<file path="config.mk">
export PLATFORM = sky130hd
export DESIGN_NAME = ex_mem_skid_stage
export DESIGN_NICKNAME = d
export VERILOG_FILES = /design/src/rtl/pipe_pkg.sv /design/src/rtl/pipe_slot.sv /design/src/rtl/ex_mem_skid_stage.sv
export SDC_FILE = /design/constraint.sdc
export NUM_CORES = 1
export LEC_CHECK = 0
export ABC_AREA = 1
export CAP_MARGIN = 20
export CORE_MARGIN = 5
export CORE_UTILIZATION = 40
export CTS_CLUSTER_SIZE = 14
export DETAILED_ROUTE_END_ITERATION = 7
export HOLD_SLACK_MARGIN = 0.1
export PLACE_DENSITY = 0.69
export SLEW_MARGIN = 15
export SYNTH_ARGS = -nofsm -noshare
export SYNTH_HDL_FRONTEND = slang
export SYNTH_SLANG_ARGS = --single-unit
</file>
<file path="constraint.sdc">
create_clock -name clk_i -period 1.2 [get_ports clk_i]
set_input_delay 0.18 -clock clk_i [delete_from_list [all_inputs] [get_ports clk_i]]
set_output_delay 0.18 -clock clk_i [all_outputs]
set_load 0.005 [all_outputs]
</file>
<file path="src/rtl/pipe_pkg.sv">
// rtl/pipe_pkg.sv - shared types and constants for elastic pipeline stages
//
// Purpose: state encoding, control-bundle bit indices and default widths
//          shared by pipe_slot and ex_mem_skid_stage.
// Ports:   none (package)
package pipe_pkg;

  // The encoding equals the number of held entries.
  typedef enum logic [1:0] {
    EMPTY = 2'd0,
    ONE   = 2'd1,
    TWO   = 2'd2
  } state_e;

  localparam int CTRL_REGWRITE = 0;
  localparam int CTRL_MEMTOREG = 1;
  localparam int CTRL_MEMWRITE = 2;
  localparam int CTRL_MEMREAD  = 3;

  localparam int DEF_CTRL_W  = 4;
  localparam int DEF_DATA_W  = 32;
  localparam int DEF_DATA_CH = 2;
  localparam int DEF_ADDR_W  = 5;

  function automatic logic [1:0] state_count(input state_e s);
    logic [1:0] n;
    n = 2'd0;
    case (s)
      ONE:     n = 2'd1;
      TWO:     n = 2'd2;
      default: n = 2'd0;
    endcase
    return n;
  endfunction

endpackage

</file>
<file path="src/rtl/pipe_slot.sv">
// rtl/pipe_slot.sv - one payload register of an elastic pipeline stage
//
// Purpose: holds one control/data/rd_addr entry. Clear (reset or flush) wins
//          over load so a flushed cycle never captures the incoming entry.
// Ports:   clk_i, rst_i   clock, synchronous active-high reset
//          clr_i          synchronous clear to all-zero payload
//          load_i         capture ctrl_i/data_i/rd_addr_i
//          ctrl_o, data_o, rd_addr_o  held payload
module pipe_slot
  import pipe_pkg::*;
#(
  parameter int CTRL_W  = DEF_CTRL_W,
  parameter int DATA_W  = DEF_DATA_W,
  parameter int DATA_CH = DEF_DATA_CH,
  parameter int ADDR_W  = DEF_ADDR_W
) (
  input  logic                      clk_i,
  input  logic                      rst_i,
  input  logic                      clr_i,
  input  logic                      load_i,
  input  logic [CTRL_W-1:0]         ctrl_i,
  input  logic [DATA_CH*DATA_W-1:0] data_i,
  input  logic [ADDR_W-1:0]         rd_addr_i,
  output logic [CTRL_W-1:0]         ctrl_o,
  output logic [DATA_CH*DATA_W-1:0] data_o,
  output logic [ADDR_W-1:0]         rd_addr_o
);

  always_ff @(posedge clk_i) begin
    if (rst_i || clr_i) begin
      ctrl_o    <= '0;
      data_o    <= '0;
      rd_addr_o <= '0;
    end else if (load_i) begin
      ctrl_o    <= ctrl_i;
      data_o    <= data_i;
      rd_addr_o <= rd_addr_i;
    end
  end

endmodule

</file>
<file path="src/rtl/ex_mem_skid_stage.sv">
// rtl/ex_mem_skid_stage.sv - elastic pipeline register with one-entry skid buffer
//
// Purpose: carries a control bundle, DATA_CH data channels and a destination
//          register address between pipeline stages with a valid/ready
//          handshake. in_ready_o is a decode of the state register only, so
//          back-pressure never forms a combinational path upstream.
// Ports:   clk_i, rst_i            clock, synchronous active-high reset
//          flush_i                 drop held and incoming entries (bubble)
//          in_valid_i/in_ready_o   upstream handshake
//          ctrl_i, data_i, rd_addr_i  incoming payload
//          out_valid_o/out_ready_i downstream handshake
//          ctrl_o, data_o, rd_addr_o  MAIN slot payload
//          occupancy_o             entries held (0..2)
module ex_mem_skid_stage
  import pipe_pkg::*;
#(
  parameter int CTRL_W  = DEF_CTRL_W,
  parameter int DATA_W  = DEF_DATA_W,
  parameter int DATA_CH = DEF_DATA_CH,
  parameter int ADDR_W  = DEF_ADDR_W
) (
  input  logic                      clk_i,
  input  logic                      rst_i,
  input  logic                      flush_i,
  input  logic                      in_valid_i,
  output logic                      in_ready_o,
  input  logic [CTRL_W-1:0]         ctrl_i,
  input  logic [DATA_CH*DATA_W-1:0] data_i,
  input  logic [ADDR_W-1:0]         rd_addr_i,
  output logic                      out_valid_o,
  input  logic                      out_ready_i,
  output logic [CTRL_W-1:0]         ctrl_o,
  output logic [DATA_CH*DATA_W-1:0] data_o,
  output logic [ADDR_W-1:0]         rd_addr_o,
  output logic [1:0]                occupancy_o
);

  state_e state, state_nxt;

  logic accept, release_w;
  logic main_load, main_from_skid, skid_load, slots_clr;

  logic [CTRL_W-1:0]         skid_ctrl;
  logic [DATA_CH*DATA_W-1:0] skid_data;
  logic [ADDR_W-1:0]         skid_rd_addr;

  logic [CTRL_W-1:0]         main_ctrl_in;
  logic [DATA_CH*DATA_W-1:0] main_data_in;
  logic [ADDR_W-1:0]         main_rd_addr_in;

  assign in_ready_o  = (state != TWO);
  assign out_valid_o = (state != EMPTY);
  assign occupancy_o = state_count(state);

  assign accept    = in_valid_i & in_ready_o;
  assign release_w = out_valid_o & out_ready_i;

  always_ff @(posedge clk_i) begin
    if (rst_i) begin
      state <= EMPTY;
    end else begin
      state <= state_nxt;
    end
  end

  always_comb begin
    state_nxt      = state;
    main_load      = 1'b0;
    main_from_skid = 1'b0;
    skid_load      = 1'b0;
    slots_clr      = 1'b0;
    if (flush_i) begin
      // Clearing both slots zeroes the outputs so the bubble carries no
      // RegWrite/MemWrite; a same-cycle release is simply consumed.
      state_nxt = EMPTY;
      slots_clr = 1'b1;
    end else begin
      case (state)
        EMPTY: begin
          if (accept) begin
            main_load = 1'b1;
            state_nxt = ONE;
          end
        end
        ONE: begin
          if (accept && release_w) begin
            main_load = 1'b1;
          end else if (accept) begin
            skid_load = 1'b1;
            state_nxt = TWO;
          end else if (release_w) begin
            state_nxt = EMPTY;
          end
        end
        TWO: begin
          // in_ready_o is low here, so only a release can happen.
          if (release_w) begin
            main_load      = 1'b1;
            main_from_skid = 1'b1;
            state_nxt      = ONE;
          end
        end
        default: begin
          state_nxt = EMPTY;
        end
      endcase
    end
  end

  assign main_ctrl_in    = main_from_skid ? skid_ctrl    : ctrl_i;
  assign main_data_in    = main_from_skid ? skid_data    : data_i;
  assign main_rd_addr_in = main_from_skid ? skid_rd_addr : rd_addr_i;

  pipe_slot #(
    .CTRL_W (CTRL_W),
    .DATA_W (DATA_W),
    .DATA_CH(DATA_CH),
    .ADDR_W (ADDR_W)
  ) u_main (
    .clk_i    (clk_i),
    .rst_i    (rst_i),
    .clr_i    (slots_clr),
    .load_i   (main_load),
    .ctrl_i   (main_ctrl_in),
    .data_i   (main_data_in),
    .rd_addr_i(main_rd_addr_in),
    .ctrl_o   (ctrl_o),
    .data_o   (data_o),
    .rd_addr_o(rd_addr_o)
  );

  pipe_slot #(
    .CTRL_W (CTRL_W),
    .DATA_W (DATA_W),
    .DATA_CH(DATA_CH),
    .ADDR_W (ADDR_W)
  ) u_skid (
    .clk_i    (clk_i),
    .rst_i    (rst_i),
    .clr_i    (slots_clr),
    .load_i   (skid_load),
    .ctrl_i   (ctrl_i),
    .data_i   (data_i),
    .rd_addr_i(rd_addr_i),
    .ctrl_o   (skid_ctrl),
    .data_o   (skid_data),
    .rd_addr_o(skid_rd_addr)
  );

endmodule

</file>
Yosys cells after proc, flatten, opt, wreduce, memory -nomap -nowiden
Cells that the tools add are included.
W data, S select, Z words.
{"block": "op_classes", "eq_ne": 7, "muxes": 21, "bitwise_logic": 2, "reduce_logical": 6}
{"cell": "$mux W64", "count": 1}
{"cell": "$mux W1", "count": 10}
{"cell": "$mux W2", "count": 5}
{"cell": "$ne A2 B2 Y1 const B", "count": 4}
{"cell": "$pmux W2 S3", "count": 1}
{"cell": "$mux W5", "count": 1}
{"cell": "$mux W4", "count": 1}
{"cell": "$pmux W2 S2", "count": 1}
{"cell": "$reduce_and A4 Y1", "count": 1}
{"cell": "$ne A3 B3 Y1 const B", "count": 1}
{"cell": "$pmux W1 S3", "count": 1}
{"cell": "$and A1 B1 Y1", "count": 2}
{"cell": "$eq A2 B1 Y1 const B", "count": 1}
{"cell": "$eq A2 B2 Y1 const B", "count": 1}
{"cell": "$logic_not A2 Y1", "count": 1}
{"cell": "$reduce_bool A2 Y1", "count": 1}
{"cell": "$reduce_or A2 Y1", "count": 1}
{"cell": "$logic_and A1 B1 Y1", "count": 1}
{"cell": "$logic_or A1 B1 Y1", "count": 1}
{"block": "totals", "ff_bits": 148, "input_bits": 78, "out_inout_bits": 77, "elab_cells": 43}

Logic depth before layout (Yosys ltp)
Gate-level depths: netlist of the first run.
{"block": "logic_depth", "depth_word": 6, "mapped_depth": 8, "mapped_depth_nobuf": 7}

Modules after synthesis
A second synthesis of the first run with hierarchy kept.
{"block": "unflattened", "cells_unflattened": 1196, "hier_area_um2": 7273.2}
{"module": "pipe_slot", "n_inst": 2, "cells_each": 462, "area_each_um2": 3019.1}
{"module": "ex_mem_skid_stage", "n_inst": 1, "cells_each": 272, "area_each_um2": 1234.9}

Worst setup path after synthesis of the first run
OpenSTA, ideal clock, no wires.
{"block": "synth_path", "path_type": "register to register", "start": "register state[0]", "end": "register u_skid.data_o[10]", "arrival_time_ps": 1172, "setup_slack_ps": -85, "path_stages_with_launch": 7, "n_path_buf": 1, "period_less_slack_ps": 1285, "path_cell_list": "dfxtp_1 -> inv_2 -> nor2_2 -> nand4_1 -> clkbuf_1 -> nor2_1 -> nor2_1"}
{"block": "synth_via", "elab_chain_cells": 6, "elab_cells_between_ends": 10, "classes_between": "eq/ne: 2; mux: 4; bitwise: 2; reduce/logical: 2"}
{"item": "start: declaration", "line_no": "ex_mem_skid_stage.sv:38", "source": "state_e state, state_nxt;"}
{"item": "start signal: assignment", "line_no": "ex_mem_skid_stage.sv:62", "source": "state <= state_nxt;"}
{"item": "$ne A2 B2 Y1 or $reduce_bool A2 Y1 (tied branches)", "line_no": "ex_mem_skid_stage.sv:51, ex_mem_skid_stage.sv:52"}
{"item": "$and A1 B1 Y1 (on tied branches)", "line_no": "ex_mem_skid_stage.sv:55, ex_mem_skid_stage.sv:56"}
{"item": "$mux W1 or $logic_and A1 B1 Y1 (tied branches)", "line_no": "ex_mem_skid_stage.sv:88, ex_mem_skid_stage.sv:86"}
{"item": "$mux W1", "line_no": "ex_mem_skid_stage.sv:86", "source": "if (accept && release_w) begin"}
{"item": "$mux W1 *", "line_no": "ex_mem_skid_stage.sv:78", "source": "case (state)"}
{"item": "$mux W1 *", "line_no": "ex_mem_skid_stage.sv:72", "source": "if (flush_i) begin"}
{"item": "end signal: assignment", "line_no": "pipe_slot.sv:36", "source": "data_o <= data_i;"}
{"item": "end: declaration", "line_no": "pipe_slot.sv:25", "source": "output logic [DATA_CH*DATA_W-1:0] data_o,"}
Every way passes the cells marked *; elsewhere a longest branch is shown, timed or not.
A chain may end at the register's enable or synchronous reset.

Worst setup path in the final report of the first run
{"block": "layout_path", "start": "register state[1]", "end": "register u_main.data_o[6]"}
{"block": "layout_via", "elab_chain_cells": 6, "elab_cells_between_ends": 16, "classes_between": "eq/ne: 3; mux: 8; bitwise: 2; reduce/logical: 3"}
{"item": "$ne A2 B2 Y1 or $reduce_bool A2 Y1 (tied branches)", "line_no": "ex_mem_skid_stage.sv:51, ex_mem_skid_stage.sv:52"}
{"item": "$and A1 B1 Y1 (on tied branches)", "line_no": "ex_mem_skid_stage.sv:55, ex_mem_skid_stage.sv:56"}
{"item": "$logic_and A1 B1 Y1 or $mux W1 (tied branches)", "line_no": "ex_mem_skid_stage.sv:86, ex_mem_skid_stage.sv:97"}
{"item": "$mux W1 (on tied branches)", "line_no": "ex_mem_skid_stage.sv:86, ex_mem_skid_stage.sv:78"}
{"item": "$pmux W1 S3 or $mux W1 (tied branches)", "line_no": "ex_mem_skid_stage.sv:78, ex_mem_skid_stage.sv:72"}
{"item": "$mux W1 or $mux W64 (tied branches)", "line_no": "ex_mem_skid_stage.sv:72, ex_mem_skid_stage.sv:111"}
{"item": "end signal: assignment", "line_no": "pipe_slot.sv:36"}
{"item": "end: declaration", "line_no": "pipe_slot.sv:25"}
Several ways; a longest one is shown, not always the timed one.

==> results of run 1 <==
-- report_power, final --
part	switching, uW	internal (uW)
logic	810	780
registers	60.6	5030
clock network	2050	3570
total	2920	9370
-- worst max-delay path, cell delays in order, from the launching register on --
cell and delay (ns):
dfxtp_4 0.38, inv_4 0.05, nor2_4 0.10, buf_6 0.12
buf_8 0.14, nand2_8 0.11, clkbuf_16 0.20, nand2_1 0.07
nand2_1 0.07, nor2_1 0.10, nor2_1 0.06
-- repair_timing --
item | CTS | global route
setup endpoints to repair | 224 | 189
resized for setup | 203 | 255
cloned | 11 | 7
pin swaps | 12 | 88
buffers inserted | 8 | 8
-- layout by cell type, fill, tap and decap left out, types with 15 or more instances in the layout --
cell             instances
nand2_1                360
nor2_1                 198
inv_1                  148
dfxtp_1                126
clkdlybuf4s50_1         77
nand3_1                 74
nand2_2                 58
nor2_4                  55
nor2_2                  45
clkdlybuf4s15_1         36
dlygate4sd2_1           33
buf_12                  30
buf_4                   25
nand2_4                 22
clkbuf_16               22
dfxtp_2                 20
buf_6                   15
-- state kept, by name (all words and copies together), names as in the netlist --
register,flops
u_skid.rd_addr_o,5
u_main.rd_addr_o,5
u_skid.ctrl_o,4
u_main.ctrl_o,4
state,2
u_main.data_o,64
u_skid.data_o,64
-- stage by stage --
step	instance area (um^2)	worst slack, ns	hold slack, ns	power [uW]
CTS	10500	-0.260	0.352	12200
global route	11400	-0.402	0.404	12800
detailed placement	9320	-0.499	0.498	6540
global placement	9320	-0.485	0.498	6530
finish	11400	-0.299	0.390	12300
floorplan	7110	-0.0260	0.301	5780
-- metal layers --
metal | up-vias | share of wire | global-route usage
met4 | 0 | 0.028 | 0.0690
met1 | 3443 | 0.42 | 0.250
met2 | 186 | 0.50 | 0.349
met5 | - | 0 | 0
li1 | 3869 | - | -
met3 | 41 | 0.052 | 0.0422
-- cell families after synthesis --
kind of cell / synth area share
AOI/OAI and AO/OA: 0.00318
buffers and inverters: 0.132
DFF: 0.418
and+or+nand+nor: 0.447
-- worst paths after layout --
kind,start,endpoint,slack [ns],cells past startpoint
max,state[1],u_main.data_o[6],-0.30,10
min,data_i[35],u_skid.data_o[35],0.39,3
max reg2reg,state[1],u_main.data_o[6],-0.30,10
min reg2reg,u_main.data_o[10],u_main.data_o[10],0.51,4
-- area by class of cell --
| cell class | count | area [um^2] |
|---|---|---|
| inverter | 152 | 573 |
| multi-input combinational | 822 | 4100 |
| clock buffer | 21 | 460 |
| timing repair buffer | 241 | 2870 |
| clock inverter | 10 | 155 |
| tap | 225 | 282 |
| sequential | 148 | 3000 |
| fill | 1478 | 5920 |
==> impl_metrics.json, run 1 <==
{
  "ratio_of_cells_with_drive_above_1_in_the_final_layout": 0.241,
  "critPathMaxFanout": 8,
  "setup_crit_end_kind": "flip-flop",
  "clock_period_minus_worst_slack_ns": 1.50,
  "vias_per_cell": 4.66,
  "worstPathRequired_ns": 1.51,
  "num_vias": 7539,
  "final_cells": 1619,
  "top_cell_type_s_share_of_synthesized_area": 0.418,
  "fp.dieArea_um2": 20500,
  "max_slew.worst_pin.slew_ns": 0.261,
  "io-pin-count": 155,
  "routed_wl_mm": 22.8,
  "cts_made_buffers": 17,
  "initial_utilization": 0.409,
  "yosysWarnings": 0,
  "syn_to_final_growth_pct": 61.3,
  "rows": 48,
  "post_synth_most_frequent_cells": "441 x nand2_1, 296 x nor2_1, 150 x inv_1, 148 x dfxtp_1, 76 x nand3_1",
  "violations_in_the_final_reports": "setup timing",
  "finish.utilization": 0.659,
  "clock_tree.htree_level_count": 4,
  "synth_enable_flop_cells": 0,
  "most_numerous_cell_in_the_yosys_netlist": "nand2_1",
  "timing.setup.tns_ns": -34.57,
  "finalWeightedCongestion": 0.836,
  "final.period_utilization": 1.25,
  "max-slew-margin-rel": 0.825,
  "grt_pass1_vias": 6844,
  "grt_overflow_total": 0,
  "netlist_top_cells_area": "dfxtp_1 42%, nand2_1 23%, nor2_1 16%",
  "syn_nets": 1269,
  "chipWidth_um": 143,
  "yosysTopAreaCell": "dfxtp_1",
  "antenna-diode-count": 0,
  "syn-mean-instance-area_um2": 5.95,
  "async_reset_ff_frac": 0,
  "io_port_bufs": 154,
  "design.core.area_um2": 17400,
  "drv_slew": 0,
  "synth_cells": 1191,
  "die_height_um": 143,
  "synth_ff_type": "dfxtp_1",
  "clk-insertion-delay-late_ns": 0.41,
  "drc": 0,
  "drtIter0Drc": 442,
  "grt_antenna_before_repair": 0,
  "clock-root-buffer": "clkbuf_16",
  "max_cap_viol_count": 0,
  "yosysSeqAreaShare": 0.418,
  "pin_count_of_the_biggest_net_entering_global_routing": 58,
  "final-hold-violation-count": 0,
  "nNetsFinal": 1460,
  "arrival_ns": 1.81,
  "startpoint_type": "flip-flop",
  "dp_hpwl_mm": 12.7,
  "max_freq_mhz": 667,
  "dp.cells": 1559,
  "clock_tree.buffer_depth": 2,
  "fin_worst_skew_ns": 0.00822,
  "hold_path.class": "input pin to flip-flop",
  "cts_sinks": 148,
  "run_status": "finished, violations left",
  "report.final.setup_viol": 151,
  "power.leakage_uw": 0.00554,
  "tritoncts_clock_tree": "done",
  "clk_pin_slew_ns": 0.06,
  "antenna_violating_nets_post_route": 0,
  "crit_type": "flip-flop to flip-flop",
  "ctsHoldBuffers": 0,
  "cellPowerDensity_nw_per_um2": 1070,
  "synth.lib_cells_used.distinct": 15,
  "syn_area_um2": 7090,
  "avgRoutedWirePerCell_um": 14.1,
  "min_setup_slack_post_route_ns": -0.299,
  "first_pass_grt_wire_length_mm": 33.5,
  "rsz0062_at_grt": "yes",
  "postSynthRegisterBits": 148,
  "vdd_ir_drop_max_mv": 0.959,
  "grt_usage": 0.202,
  "dr.pass1.iters": 5
}
Note: power is estimated with default switching activity, not from simulation.
==> run 2: changes to the inputs <==
--- a/config.mk
+++ b/config.mk
@@ -8,11 +8,11 @@
 export ABC_AREA = 1
 export CAP_MARGIN = 20
 export CORE_MARGIN = 5
-export CORE_UTILIZATION = 40
+export CORE_UTILIZATION = 30
 export CTS_CLUSTER_SIZE = 14
 export DETAILED_ROUTE_END_ITERATION = 7
 export HOLD_SLACK_MARGIN = 0.1
-export PLACE_DENSITY = 0.69
+export PLACE_DENSITY = 0.55
 export SLEW_MARGIN = 15
 export SYNTH_ARGS = -nofsm -noshare
 export SYNTH_HDL_FRONTEND = slang
==> run 2 against run 1 <==
The run still ends with setup timing left; first-iteration DRC count shrank 14%; count of clock-buffer cells in the layout is the same; wire length grew 13%; fmax grew 0.69%; via count shrank 2.1%; critical path depth shrank 2; worst hold slack lost 0.024 ns; clock power grew 9.3%.
==> impl_metrics.json, run 2 (same netlist as run 1, synthesis figures left out) <==
{
  "initial_utilization": 0.303,
  "r2r.worst_path.cells": 8,
  "hold_path.class": "input pin to flip-flop",
  "rsz0062_at_grt": "yes",
  "reported_net_switching_power_uw": 3190,
  "clk_pin_slew_ns": 0.06,
  "critPathMaxFanout": 8,
  "worstHoldEndpoint": "u_skid.data_o[61]",
  "tritoncts_clock_tree": "done",
  "drtIter0Drc": 378,
  "crit_type": "flip-flop to flip-flop",
  "final-hold-violation-count": 0,
  "drv_slew": 0,
  "mostFrequentLayoutCell": "nand2_1",
  "avgRoutedWirePerCell_um": 15.2,
  "max_slew.worst_pin.slew_ns": 0.370,
  "clk-insertion-delay-late_ns": 0.43,
  "vdd_ir_drop_max_mv": 0.644,
  "dp_hpwl_mm": 12.7,
  "max_freq_mhz": 672,
  "grt_usage": 0.157,
  "reg2reg_from": "state[1]",
  "antenna-diode-count": 0,
  "cellInternalPower_uw": 9750,
  "power.leakage_uw": 0.00547,
  "final.period_utilization": 1.24,
  "chipWidth_um": 164,
  "grt_overflow_total": 0,
  "num_vias": 7377,
  "hold_path_startpoint": "data_i[61]",
  "fp.dieArea_um2": 26800,
  "die_height_um": 164,
  "run_status": "finished, violations left",
  "nNetsFinal": 1446,
  "clock_tree.htree_level_count": 4,
  "violations_in_the_final_reports": "setup timing",
  "cts_sinks": 148,
  "critical_path.reg2reg.endpoint": "u_skid.data_o[29]",
  "syn_to_final_growth_pct": 60.8,
  "crit_path_frequent_cell": "buf_6",
  "io-pin-count": 155,
  "layout_common_cells": "391 x nand2_1, 224 x nor2_1, 150 x inv_1",
  "fin_worst_skew_ns": 0.0143,
  "min_setup_slack_post_route_ns": -0.288,
  "dr.pass1.iters": 5,
  "setup_crit_end_kind": "flip-flop",
  "design.core.area_um2": 23400,
  "finish.utilization": 0.487,
  "slowest_stage": "dfxtp_4",
  "max_cap_viol_count": 0,
  "share_seq_of_total_power": 0.393,
  "grt_antenna_before_repair": 0,
  "ratio_of_cells_with_drive_above_1_in_the_final_layout": 0.211,
  "worstPathRequired_ns": 1.52,
  "max_stage_delay_ns": 0.36,
  "vias_per_cell": 4.34,
  "rows": 56,
  "finalWeightedCongestion": 0.702,
  "antenna_violating_nets_post_route": 0,
  "power.clock.fraction": 0.475,
  "p_sw_frac": 0.247,
  "dpl_cell_area_um2": 9270,
  "first_pass_grt_wire_length_mm": 34.0,
  "cts_made_buffers": 17,
  "dp.cells": 1629,
  "startpoint_type": "flip-flop",
  "arrival_ns": 1.81,
  "report.final.setup_viol": 151,
  "cellPowerDensity_nw_per_um2": 1130,
  "worst_setup_slack_for_register_to_register_paths_ns": -0.29,
  "final_cells": 1700,
  "biggestRegsByFlops": "u_main.data_o x64, u_skid.data_o x64",
  "routed_wl_mm": 25.8,
  "clock_tree.buffer_depth": 2,
  "max-slew-margin-rel": 0.753,
  "worst_hold_path.num_cells": 3,
  "drc": 0,
  "p_comb_frac": 0.132,
  "clock_period_minus_worst_slack_ns": 1.49,
  "final_area_um2": 11400,
  "io_port_bufs": 154,
  "pin_count_of_the_biggest_net_entering_global_routing": 69,
  "post-place-ws_ns": -0.577,
  "clock-root-buffer": "clkbuf_16",
  "grt_pass1_vias": 6712,
  "cp_cell_sequence": "buf_6, buf_6, nor2_4, nand4_1, buf_6, clkbuf_16, nor2_4, nor2_1"
}
==> run 2: layout make-up <==
class                      count  area, um^2
fill                        2407       12000
tap                          319         399
multi-input combinational    822        3860
inverter                     152         573
sequential                   148        3000
clock inverter                11         198
timing repair buffer         227        2900
clock buffer                  21         470
==> run 2: worst max path at each step <==
| stage | startpoint | endpoint | slack [ns] | depth (start not counted) |
|---|---|---|---|---|
| CTS | state[1] | occupancy_o[1] | -0.28 | 5 |
| detailed placement | out_ready_i | u_main.data_o[20] | -0.58 | 8 |
| floorplan | state[0] | u_skid.data_o[27] | -0.03 | 6 |
| finish | state[1] | u_skid.data_o[29] | -0.29 | 8 |
| global placement | out_ready_i | u_main.data_o[26] | -0.55 | 8 |
| global route | state[1] | u_main.rd_addr_o[0] | -0.35 | 9 |
==> run 2: power groups by stage <==
stage	sequential [uW]	combinational [uW]	clock [uW]
final	5090	1710	6140
after global routing	5100	1870	6490
after CTS	5080	1300	6250
after detailed placement	5190	1340	0
after global placement	5190	1340	0
after floorplan	5190	587	0
==> run 2: routing by layer <==
metal,share of wire,global-route usage,vias to the layer above
met5,0,0,-
met2,0.48,0.261,170
met4,0.015,0.0477,0
li1,-,-,3837
met1,0.46,0.206,3346
met3,0.043,0.0299,24
==> run 2: stage by stage <==
step,TNS [ns],hold WS (ns),power [uW]
floorplan,-1.64,0.301,5780
global placement,-73.61,0.498,6530
detailed placement,-74.55,0.498,6530
CTS,-33.80,0.337,12600
global route,-44.14,0.370,13500
finish,-34.45,0.366,12900
==> run 2: timing repair <==
item,CTS,global route
gates cloned,1,32
buffers inserted,5,3
setup endpoints to repair,224,197
resized for setup,153,262
pin swaps,3,45
hold buffers,0,0
==> run 2: worst max-delay path: cells and delay by family, from the launching register on <==
| family | cells | cell delay (ns) |
|---|---|---|
| buf+inv | 4 | 0.63 |
| flops | 1 | 0.36 |
| simple gates | 4 | 0.37 |
==> run 3: changes to the inputs <==
--- a/config.mk
+++ b/config.mk
@@ -12,7 +12,8 @@
 export CTS_CLUSTER_SIZE = 14
 export DETAILED_ROUTE_END_ITERATION = 7
 export HOLD_SLACK_MARGIN = 0.1
-export PLACE_DENSITY = 0.55
+export PLACE_DENSITY = 0.51
+export SKIP_CTS_REPAIR_TIMING = 1
 export SLEW_MARGIN = 15
 export SYNTH_ARGS = -nofsm -noshare
 export SYNTH_HDL_FRONTEND = slang
==> run 3 against run 2 <==
The flow still finishes with violations (setup timing); flip-flop and latch count unchanged; non-clock buffer count increased by 25; core utilization increased by 4.2 points; count of clock-buffer cells in the layout decreased by 3; critical path type is now flip-flop to output pin; critical endpoint is now occupancy_o[1]; largest cell class unchanged; largest power group unchanged.
==> impl_metrics.json, run 3 (same netlist as run 1, synthesis figures left out) <==
{
  "design.core.area_um2": 23400,
  "routed_wl_mm": 26.1,
  "drc": 0,
  "avgRoutedWirePerCell_um": 15.2,
  "critical_path.reg2reg.endpoint": "u_skid.data_o[43]",
  "worst_setup_slack_for_register_to_register_paths_ns": -0.29,
  "syn_to_final_growth_pct": 74.6,
  "antenna_violating_nets_post_route": 0,
  "startpoint": "state[1]",
  "cts_made_buffers": 17,
  "min_setup_slack_post_route_ns": -0.291,
  "pin_count_of_the_biggest_net_entering_global_routing": 49,
  "num_vias": 7474,
  "violations_in_the_final_reports": "setup timing",
  "antenna-diode-count": 0,
  "clk_pin_slew_ns": 0.06,
  "die_height_um": 164,
  "crit_type": "flip-flop to output pin",
  "report.final.setup_viol": 152,
  "reg2reg_from": "state[1]",
  "first_pass_grt_wire_length_mm": 34.0,
  "nNetsFinal": 1471,
  "hold_path.class": "input pin to flip-flop",
  "biggestRegsByFlops": "u_main.data_o x64, u_skid.data_o x64",
  "cellPowerDensity_nw_per_um2": 1080,
  "post-place-ws_ns": -0.466,
  "power.leakage_uw": 0.00682,
  "wl_met3_mm": 1.18,
  "clock-root-buffer": "clkbuf_16",
  "chipWidth_um": 164,
  "grt_overflow_total": 0,
  "rsz0062_at_grt": "yes",
  "wirelength_met1_mm": 11.2,
  "ratio_of_cells_with_drive_above_1_in_the_final_layout": 0.252,
  "startpoint_type": "flip-flop",
  "fin_worst_skew_ns": 0.00860,
  "drv_slew": 0,
  "worstPathRequired_ns": 1.02,
  "critPathMaxFanout": 6,
  "io-pin-count": 155,
  "max_freq_mhz": 670,
  "final_cells": 1724,
  "worstHoldEndpoint": "u_skid.data_o[34]",
  "final.period_utilization": 1.24,
  "dp.cells": 1641,
  "layout_common_cells": "380 x nand2_1, 167 x nor2_1, 149 x inv_1",
  "finish.utilization": 0.529,
  "vias_per_cell": 4.34,
  "max-slew-margin-rel": 0.815,
  "final-hold-violation-count": 0,
  "initial_utilization": 0.303,
  "dpl_cell_area_um2": 9400,
  "hold_path_startpoint": "data_i[34]",
  "run_status": "finished, violations left",
  "dp_hpwl_mm": 13.4,
  "rows": 56,
  "mostFrequentLayoutCell": "nand2_1",
  "tritoncts_clock_tree": "done",
  "finalWeightedCongestion": 0.723,
  "arrival_ns": 1.31,
  "vdd_ir_drop_max_mv": 0.827,
  "clk-insertion-delay-late_ns": 0.42,
  "max_cap_viol_count": 0,
  "clock_tree.htree_level_count": 4,
  "clock_tree.buffer_depth": 2,
  "r2r.worst_path.cells": 8,
  "highest-signal-layer": "met4",
  "worst_hold_path.num_cells": 3,
  "cts_sinks": 148,
  "max_slew.worst_pin.slew_ns": 0.276,
  "io_port_bufs": 154,
  "filler_cell_count": 2259,
  "routed-wl-met2_mm": 13.1,
  "grt_antenna_before_repair": 0,
  "final_area_um2": 12400,
  "drtIter0Drc": 346,
  "grt_usage": 0.158,
  "dr.pass1.iters": 4,
  "p_total_uw": 13400,
  "clock_period_minus_worst_slack_ns": 1.49,
  "grt_pass1_vias": 6612,
  "setup_crit_end_kind": "output pin",
  "fp.dieArea_um2": 26800
}
[run 3: changes by cell type in the layout (fill, tap and decap cells not counted), moves of 15 or more]
cell	previous run	this run
dlymetal6s2s_1	1	73
nor2_2	38	58
dfxtp_2	29	14
nor2_4	36	73
clkdlybuf4s15_1	49	0
nor2_1	224	167
[run 3: cell type report]
type                    instances  area [um^2]  share of cell area
well taps                     319          399              0.0322
inverters                     152          573              0.0463
repair buffers                252         3480               0.281
clock buffers                  18          439              0.0355
flip-flops and latches        148         2990               0.241
multi-input cells             822         4240               0.343
clock inverters                13          254              0.0205
[run 3: worst max-delay path by stage]
stage / to / slack [ns] / cells after the start
finish: occupancy_o[1] / -0.29 / 5
detailed placement: u_main.data_o[56] / -0.47 / 7
floorplan: u_skid.data_o[27] / -0.03 / 6
CTS: occupancy_o[1] / -0.65 / 4
global route: u_skid.data_o[43] / -0.36 / 8
global placement: u_main.data_o[56] / -0.46 / 7
[run 3: critical path, cell delays in order (launching register included)]
cell and delay (ns):
dfxtp_4 0.38, inv_4 0.05, nor2_4 0.12, buf_12 0.13
buf_4 0.10, buf_4 0.10
[run 3: where the power goes]
group / switching, uW / leakage, uW / internal (uW) / total [uW]
Sequential: 57.4 / 0.00121 / 5020 / 5080
Combinational: 935 / 0.00528 / 941 / 1880
Clock: 2240 / 0.000336 / 4160 / 6400
[run 3: metrics by stage]
stage / setup TNS (ns) / hold WS, ns
2_1_floorplan: -1.64 / 0.301
4_1_cts: -39.74 / 0.345
6_report: -35.40 / 0.371
3_5_place_dp: -63.47 / 0.499
3_3_place_gp: -63.26 / 0.500
5_1_grt: -46.20 / 0.377
[run 3: layer usage]
metal / up-vias / track usage
li1: 3898 / -
met1: 3385 / 0.198
met2: 154 / 0.273
met3: 37 / 0.0361
met4: 0 / 0.0400
met5: - / 0
